==> src/rtl/deser_3s_8b_if.sv <==
// Handshake and data bundle between a serial bit source and the
// deser_3s_8b receiver. The source side drives the control/data bits,
// the receiver side returns the assembled byte and status.
interface deser_3s_8b_if;
  logic       start;
  logic       en;
  logic       d;
  logic       clr;
  logic [7:0] o;
  logic [2:0] s;
  logic       busy;
  logic       done;

  modport master (
    output start, en, d, clr,
    input  o, s, busy, done
  );

  modport slave (
    input  start, en, d, clr,
    output o, s, busy, done
  );
endinterface : deser_3s_8b_if

==> src/rtl/deser_3s_8b.sv <==
// Sequential 1-to-8 demultiplexer: rebuilds a byte from eight accepted
// serial bits, steering each bit by a 3-bit select counter. Receive end
// of the select-swept 8:1 mux serializer.
module deser_3s_8b #(
  parameter bit LSB_FIRST = 1'b1
) (
  input  logic               clk,
  input  logic               rst,
  deser_3s_8b_if.slave       bus
);

  typedef enum logic {
    IDLE = 1'b0,
    RECV = 1'b1
  } state_e;

  state_e     state_q;
  logic [7:0] buf_q;
  logic [7:0] o_q;
  logic [2:0] s_q;
  logic       busy_q;
  logic       done_q;

  logic [2:0] pos_d;
  logic [7:0] buf_d;

  // Byte position addressed by the current select value.
  assign pos_d = LSB_FIRST ? s_q : (3'd7 - s_q);

  // Partial byte with the incoming bit dropped into its slot.
  always_comb begin
    // NOTE: assign a full default first so no path leaves buf_d unassigned,
    // which would otherwise infer a latch.
    buf_d        = buf_q;
    buf_d[pos_d] = bus.d;
  end

  // Receive FSM with registered outputs; done is a one-cycle pulse.
  always_ff @(posedge clk or posedge rst) begin
    if (rst) begin
      state_q <= IDLE;
      buf_q   <= 8'h00;
      o_q     <= 8'h00;
      s_q     <= 3'd0;
      busy_q  <= 1'b0;
      done_q  <= 1'b0;
    end else begin
      // NOTE: non-blocking assignments so every register samples the
      // pre-edge values; a later assignment in the branch overrides this.
      done_q <= 1'b0;
      unique case (state_q)
        IDLE: begin
          // clr outranks start, so an abort request also blocks arming.
          if (bus.start && !bus.clr) begin
            state_q <= RECV;
            busy_q  <= 1'b1;
            s_q     <= 3'd0;
            buf_q   <= 8'h00;
          end
        end
        RECV: begin
          if (bus.clr) begin
            // Abort: partial byte dropped, o keeps the last full byte.
            state_q <= IDLE;
            busy_q  <= 1'b0;
            s_q     <= 3'd0;
            buf_q   <= 8'h00;
          end else if (bus.en) begin
            buf_q <= buf_d;
            s_q   <= s_q + 3'd1;
            if (s_q == 3'd7) begin
              // Eighth bit: publish the byte and return to IDLE so start
              // can be taken in the done cycle.
              o_q     <= buf_d;
              done_q  <= 1'b1;
              state_q <= IDLE;
              busy_q  <= 1'b0;
            end
          end
        end
        default: begin
          state_q <= IDLE;
          busy_q  <= 1'b0;
        end
      endcase
    end
  end

  assign bus.o    = o_q;
  assign bus.s    = s_q;
  assign bus.busy = busy_q;
  assign bus.done = done_q;

endmodule : deser_3s_8b

==> src/flat_wrapper.sv <==
// flat-port wrapper written by rule: the top's interface ports become plain ports
module deser_3s_8b_flat 
#(
  parameter bit LSB_FIRST = 1'b1
)
  (clk, rst, bus_start, bus_en, bus_d, bus_clr, bus_o, bus_s, bus_busy, bus_done);
  deser_3s_8b_if bus_i ();
  input  logic clk;
  input  logic rst;
  input wire logic [$bits(bus_i.start)-1:0] bus_start;
  input wire logic [$bits(bus_i.en)-1:0] bus_en;
  input wire logic [$bits(bus_i.d)-1:0] bus_d;
  input wire logic [$bits(bus_i.clr)-1:0] bus_clr;
  output wire logic [$bits(bus_i.o)-1:0] bus_o;
  output wire logic [$bits(bus_i.s)-1:0] bus_s;
  output wire logic [$bits(bus_i.busy)-1:0] bus_busy;
  output wire logic [$bits(bus_i.done)-1:0] bus_done;
  assign bus_i.start = bus_start;
  assign bus_i.en = bus_en;
  assign bus_i.d = bus_d;
  assign bus_i.clr = bus_clr;
  assign bus_o = bus_i.o;
  assign bus_s = bus_i.s;
  assign bus_busy = bus_i.busy;
  assign bus_done = bus_i.done;
  deser_3s_8b #(.LSB_FIRST(LSB_FIRST)) u_core (.clk(clk), .rst(rst), .bus(bus_i));
endmodule
==> config.mk <==
export PLATFORM = sky130hd
export DESIGN_NAME = deser_3s_8b_flat
export DESIGN_NICKNAME = d
export VERILOG_FILES = /design/src/rtl/deser_3s_8b_if.sv /design/src/rtl/deser_3s_8b.sv /design/src/flat_wrapper.sv
export SDC_FILE = /design/constraint.sdc
export NUM_CORES = 1
export LEC_CHECK = 0
export BUFFER_PORTS_ARGS = -buffer_cell sky130_fd_sc_hd__buf_2
export CAP_MARGIN = 40
export CORE_MARGIN = 2
export CORE_UTILIZATION = 45
export DETAILED_ROUTE_END_ITERATION = 6
export GPL_TIMING_DRIVEN = 0
export PLACE_DENSITY = 0.77
export SLEW_MARGIN = 20
export SYNTH_ARGS = -nofsm -noshare
export SYNTH_HDL_FRONTEND = slang
export SYNTH_SLANG_ARGS = --single-unit
==> constraint.sdc <==
create_clock -name clk -period 1.3 [get_ports clk]
set_input_delay 0.065 -clock clk [delete_from_list [all_inputs] [get_ports clk]]
set_output_delay 0.065 -clock clk [all_outputs]
set_load 0.005 [all_outputs]
==> metrics.cfg, run 1 <==
[routing]
drt_iter0_drc = 19
drt-pass1-iter-count = 4
viasPerCell = 5.688
drt-wirelength-per-cell_um = 15.62
wirelength_um = 2703
num_vias = 984
drc = 0
ant_nets = 0

[floorplan]
rows = 18
dieArea_um2 = 3006
core-area_um2 = 2455
die_y_um = 54.83
chipWidth_um = 54.83
pin_count = 19
start_util_pct = 47.35

[hold_path]
hold-path-cell-count = 2
hold_class = in -> reg
hold_start = bus_start
min_to = u_core.bus.busy$_DFFE_PP0P_

[yosys]
syn_area_um2 = 1162
syn_nets = 119
synth_warnings = 0
ys_ff_latch = 22
ys_types = 30
postSynthAreaPerCell_um2 = 10.47
synthCells = 111
ys_seq_area_share_pct = 47.36

[timing]
rsz0062_at_grt = true
setup_ws_ns = -0.09393
tightest_slew_ns = 0.2266
skew_ns = 0.01238
hold_slack_ns = 0.02708
fin_tns_setup_ns = -0.9891
setup_viol = 16
drv_slew = 0
period_share_pct = 107.2
relSlewSlack_pct = 84.46
min_period_ns = 1.394
final_hold_viol_count = 0
max_freq_mhz = 717.4

[layout]
layout-drive-gt1-share_pct = 43.36
antennaDiodeCount = 0
area_growth_pct = 31.43
fin_nets = 153

[grt]
grt_max_degree = 23
grt_usage_pct = 20.63
antenna_found_initial = 0
first_global_vias = 951
grt_pass1_wl_um = 4326
grt-ovfl-total = 0

[cts]
cts_tree = done
root_buffer = clkbuf_4
cts_buffer_depth = 2
clock-sinks = 22
cts_buffers = 3
htreeDepth = 1
clk-insertion-delay-late_ns = 0.31
clkTransAtPathRegs_ns = 0.13

[worst_setup_path]
worst-path-max-fanout = 5
reg2regPathDepth = 6
worst-setup-path-type = reg -> reg
rr_endpoint = u_core.bus.o[2]$_DFFE_PP0P_
r2r-start = u_core.bus.s[0]$_DFFE_PP0P_
crit_path_end_kind = flip-flop
startpoint = u_core.bus.s[0]$_DFFE_PP0P_
required_ns = 1.54
start_kind = flip-flop
reg2reg_slack_ns = -0.09
arrival_ns = 1.63

[placement]
dp_hpwl_um = 1722
globalplace.congestion = 0.7965
port_buffers = 17
place_ws_ns = -0.2904

[run_status]
failed_checks = negative setup slack
outcome = finished with violations

[power]
ir_drop_uv = 575.5
powerDensity_nw_per_um2 = 812.6
p_leak_nw = 0.8064

[flow_run]
maxCapViolCount = 0

[layout by cell type (no fill, tap or decap), types with 2 or more instances in the layout]
cell and instances:
nor4b_2 2, buf_4 10, a211o_1 8, nand2_1 7, buf_6 5, o21ai_1 7
nand3b_1 3, nor2_1 6, dfrtp_1 21, and4_1 4, mux2i_1 9, dlygate4sd3_1 2
buf_2 19, inv_1 2, nand2_2 5, clkbuf_4 3, nor3_1 3, a22o_1 2
o21ai_2 2
[worst max-delay path by stage]
stage,to,slack (ns),cells past startpoint
global route,u_core.bus.o[4]$_DFFE_PP0P_,-0.17,7
global placement,u_core.bus.o[2]$_DFFE_PP0P_,-0.25,6
floorplan,u_core.bus.o[2]$_DFFE_PP0P_,-0.07,6
CTS,u_core.bus.o[2]$_DFFE_PP0P_,-0.05,6
finish,u_core.bus.o[2]$_DFFE_PP0P_,-0.09,6
detailed placement,u_core.bus.o[2]$_DFFE_PP0P_,-0.29,6
[power breakdown]
group	leakage (nW)	internal (mW)	switching, mW
Combinational	0.492	0.0979	0.117
Clock	0.0138	0.108	0.204
Sequential	0.300	0.701	0.0143
[cell families (layout without fill, tap and decap cells)]
family | count (synthesis) | after routing | share of synthesized area [%]
buffers and inverters | 11 | 43 | 4.413
AOI/OAI and AO/OA | 22 | 22 | 13.13
muxes | 10 | 10 | 8.719
DFF | 22 | 22 | 47.36
adders and majority gates | 2 | 2 | 2.153
and+or+nand+nor | 44 | 44 | 24.22
[per-stage QoR]
step | instance area, um^2 | utilization [%] | power [mW] | std cells
global placement | 1291 | 52.60 | 0.8783 | 158
CTS | 1439 | 58.61 | 1.215 | 169
floorplan | 1169 | - | 0.8337 | 111
global route | 1528 | 62.23 | 1.303 | 173
detailed placement | 1291 | 52.60 | 0.8852 | 158
finish | 1528 | 62.23 | 1.241 | 173
[final cells by class]
| cell class | instances | area (um^2) |
|---|---|---|
| Sequential cell | 22 | 551.8 |
| Timing Repair Buffer | 29 | 195.2 |
| Inverter | 3 | 11.26 |
| Multi-Input combinational cell | 78 | 643.1 |
| Clock buffer | 3 | 22.52 |
| Fill cell | 213 | 927.1 |
| Buffer | 8 | 66.31 |
| Tap cell | 30 | 37.54 |
[worst max-delay path: stages, from the launching register on]
cell      delay, ns
dfrtp_1        0.44
ha_2           0.22
ha_4           0.13
nand4b_1       0.12
buf_6          0.16
buf_4          0.15
o21ai_2        0.12
[layer usage]
metal  part of all wire, %  wire length, um  GRT usage (%)
met4                   1.3               34          9.583
met2                    50             1361          32.34
met3                   3.9              106          3.279
met1                    44             1201          27.60
met5                     0                0              0
[sequential cells by signal, summed over array words and instances (netlist names)]
register	cells
u_core.bus.busy	1
u_core.bus.s	3
u_core.state_q	1
u_core.bus.o	8
u_core.bus.done	1
u_core.buf_q	8
[cell usage after synthesis]
cell	number	area share, %
nor3b_2	2	2.2
mux2_2	1	0.97
ha_1	2	2.2
nand3_1	1	0.43
and2_1	2	1.1
nor3_1	4	1.7
nand4b_2	1	1.3
a22o_1	2	1.5
and2b_1	1	0.65
o21a_1	1	0.65
nor4b_2	1	1.3
nor2_1	7	2.3
a211o_1	8	6.0
nand2_1	12	3.9
a211oi_1	1	0.65
mux2i_1	9	7.8
dfrtp_1	22	47
nand2b_1	1	0.54
and4_4	1	0.97
o21ai_0	2	0.86
nor4_1	1	0.54
buf_2	8	3.4
nor4b_1	1	0.75
nand4b_1	1	0.75
and4_1	4	3.0
inv_1	3	0.97
o21ai_1	7	3.0
or3b_4	1	0.97
nand3b_1	3	1.9
a21oi_1	1	0.43
[timing repair]
action / in CTS / in global routing
buffers inserted: 5 / 3
endpoints found under the setup margin: 22 / 21
gates cloned: 1 / 0
gates resized for setup: 22 / 12
pin swaps: 6 / 3
hold buffers: 2 / 0
hold endpoints to repair: 23 / 0
Note: power is estimated with default switching activity, not from simulation.
==> run 2: changes to the inputs <==
Settings changed: CORE_UTILIZATION 45 to 40, PLACE_DENSITY 0.77 to 0.71.
==> run 2 against run 1 <==
Against the previous run:
- the run still ends with negative setup slack left
- global-route usage down 3.6 points
- worst hold slack worse by 0.015 ns
- sequential cell count unchanged
- clock power up 72%
- design area up 7.2%
- core utilization down 2.8 points
==> metrics.cfg, run 2 (same netlist as run 1, synthesis figures left out) <==
[run_status]
outcome = finished with violations  ; unchanged
failed_checks = negative setup slack  ; unchanged

[worst_setup_path]
start_kind = flip-flop  ; unchanged
crit_path_end_kind = flip-flop  ; unchanged
worst-setup-path-type = reg -> reg  ; unchanged
cp_common_cell = buf_6
worst-path-max-fanout = 4  ; was 5
cp_cell_sequence = buf_6 -> buf_6 -> nor3b_4 -> mux2i_1 -> o21ai_1  ; was ha_2 -> ha_4 -> nand4b_1 -> buf_6 -> buf_4 -> o21ai_2
required_ns = 1.52  ; was 1.54 ns
arrival_ns = 1.62  ; was 1.63 ns
crit_slowest_cell = dfrtp_2  ; was dfrtp_1
slowest_delay_ns = 0.46  ; was 0.44 ns

[routing]
drc = 0  ; unchanged
drt-wirelength-per-cell_um = 15.89  ; was 15.62 um
viasPerCell = 5.483  ; was 5.688
ant_nets = 0  ; unchanged
wirelength_um = 2860  ; was 2703 um
drt-pass1-iter-count = 4  ; unchanged
drt_iter0_drc = 49  ; was 19
num_vias = 987  ; was 984

[grt]
first_global_vias = 918  ; was 951
grt_util_met3_pct = 4.688  ; was 3.279%
grt_max_degree = 23  ; unchanged
busiest_layer = met2  ; unchanged
met1_usage_pct = 22.48  ; was 27.60%
gr-usage-met2_pct = 27.11  ; was 32.34%
grt-ovfl-total = 0  ; unchanged
antenna_found_initial = 0  ; unchanged
grt_pass1_wl_um = 4340  ; was 4326 um
grt_usage_pct = 16.99  ; was 20.63%

[flow_run]
maxCapViolCount = 0  ; unchanged

[timing]
relSlewSlack_pct = 77.99  ; was 84.46%
min_period_ns = 1.395  ; was 1.394 ns
final_hold_viol_count = 0  ; unchanged
max_freq_mhz = 716.9  ; was 717.4 MHz
tightest_slew_ns = 0.3298  ; was 0.2266 ns
drv_slew = 0  ; unchanged
setup_viol = 14  ; was 16
period_share_pct = 107.3  ; was 107.2%
skew_ns = 0.007776  ; was 0.01238 ns
rsz0062_at_grt = true  ; unchanged
setup_ws_ns = -0.09480  ; was -0.09393 ns

[placement]
port_buffers = 17  ; unchanged
dpl_cell_area_um2 = 1292  ; was 1291 um^2
dp_cells = 159  ; was 158
globalplace.congestion = 0.7481  ; was 0.7965
dp_hpwl_um = 1732  ; was 1722 um

[layout]
antennaDiodeCount = 0  ; unchanged
area_growth_pct = 40.90  ; was 31.43%
stdcell_count = 180  ; was 173
fin_nets = 158  ; was 153
layout-drive-gt1-share_pct = 44.97  ; was 43.36%
final_area_um2 = 1638  ; was 1528 um^2
mostFrequentLayoutCells = buf_2, dfrtp_1, nand2_1, buf_6, buf_4  ; was dfrtp_1, buf_2, buf_4, mux2i_1, a211o_1

[cts]
cts_tree = done  ; unchanged
clkTransAtPathRegs_ns = 0.13  ; about the same
htreeDepth = 1  ; unchanged
cts_buffers = 3  ; unchanged
clk-insertion-delay-late_ns = 0.32  ; was 0.31 ns
clock-sinks = 22  ; unchanged
cts_buffer_depth = 2  ; unchanged
root_buffer = clkbuf_4  ; unchanged

[floorplan]
chipWidth_um = 57.91  ; was 54.83 um
dieArea_um2 = 3353  ; was 3006 um^2
pin_count = 19  ; unchanged
start_util_pct = 42.15  ; was 47.35%
die_y_um = 57.91  ; was 54.83 um
core-area_um2 = 2758  ; was 2455 um^2
rows = 19  ; was 18

[power]
power_mw = 1.516  ; was 1.241 mW
p_leak_nw = 0.8441  ; was 0.8064 nW
ir_drop_uv = 796.6  ; was 575.5 uV
powerDensity_nw_per_um2 = 925.6  ; was 812.6 nW/um^2

[hold_path]
hold_class = in -> reg  ; unchanged

==> run 2: cell types whose count changed in the layout (fill, tap and decap cells not counted), moves of 2 or more <==
cell	change
buf_6	+5
dfrtp_1	-2
dfrtp_2	+2
nand2_1	+4
nand2_2	-4
nor3_1	-2
nor3_2	+2
o21ai_2	-2
==> run 2: power breakdown <==
part           internal (mW)  leakage, nW  switching, mW
clock                  0.312       0.0279          0.224
combinational          0.134        0.519          0.127
sequential             0.702        0.297         0.0166
total                   1.15        0.844          0.368
==> run 2: per-layer routing <==
metal	up-vias	part of all wire, %	routed length, um
met5	-	0	0
met4	0	0.73	21
met3	6	5.1	146
met2	31	47	1335
met1	469	47	1356
li1	481	-	-
==> run 2: timing repair <==
item,4_1_cts,5_1_grt
hold endpoints to repair,23,0
setup buffers,4,8
gates cloned,0,2
pin swaps,3,9
endpoints found under the setup margin,22,21
gates resized for setup,17,23
hold buffers,2,0
==> run 2: worst max-delay path, delay by kind of cell, from the launching register on <==
kind	cells	cell delay (ns)
and+or+nand+nor	1	0.23
buffers and inverters	2	0.26
AOI/OAI and AO/OA	1	0.08
DFF	1	0.46
muxes	1	0.27
==> run 2: layout make-up <==
class,count,area [um^2]
well taps,31,38.79
repair buffers,34,252.7
inverters,3,11.26
plain buffers,8,77.57
multi-input cells,78,650.6
flip-flops and latches,22,554.3
fillers,240,1120
clock inverters,1,30.03
clock buffers,3,22.52
==> run 2: stage by stage <==
stage               hold slack, ns  utilization [%]  TNS (ns)  worst slack, ns
detailed placement          0.2857            46.87    -3.134          -0.2979
global route              0.005450            59.39    -1.619          -0.1300
finish                     0.01227            59.39   -0.5666         -0.09480
floorplan                  0.05423                -   -0.4916         -0.06805
CTS                       0.007995            52.50   -0.3423         -0.04685
global placement            0.2561            46.87    -2.607          -0.2598
==> run 2: worst paths after layout <==
check | start | end | slack [ns] | cells after the start
min in group asynchronous | rst | u_core.buf_q[1]$_DFFE_PP0P_ | 0.23 | 3
worst max register to register | u_core.bus.s[0]$_DFFE_PP0P_ | u_core.bus.o[4]$_DFFE_PP0P_ | -0.09 | 5
worst min-delay path | bus_start | u_core.bus.busy$_DFFE_PP0P_ | 0.01 | 2
worst max-delay path | u_core.bus.s[0]$_DFFE_PP0P_ | u_core.bus.o[4]$_DFFE_PP0P_ | -0.09 | 5
max in group asynchronous | rst | u_core.bus.s[1]$_DFFE_PP0P_ | 0.66 | 4
worst min register to register | u_core.bus.o[2]$_DFFE_PP0P_ | u_core.bus.o[2]$_DFFE_PP0P_ | 0.50 | 2
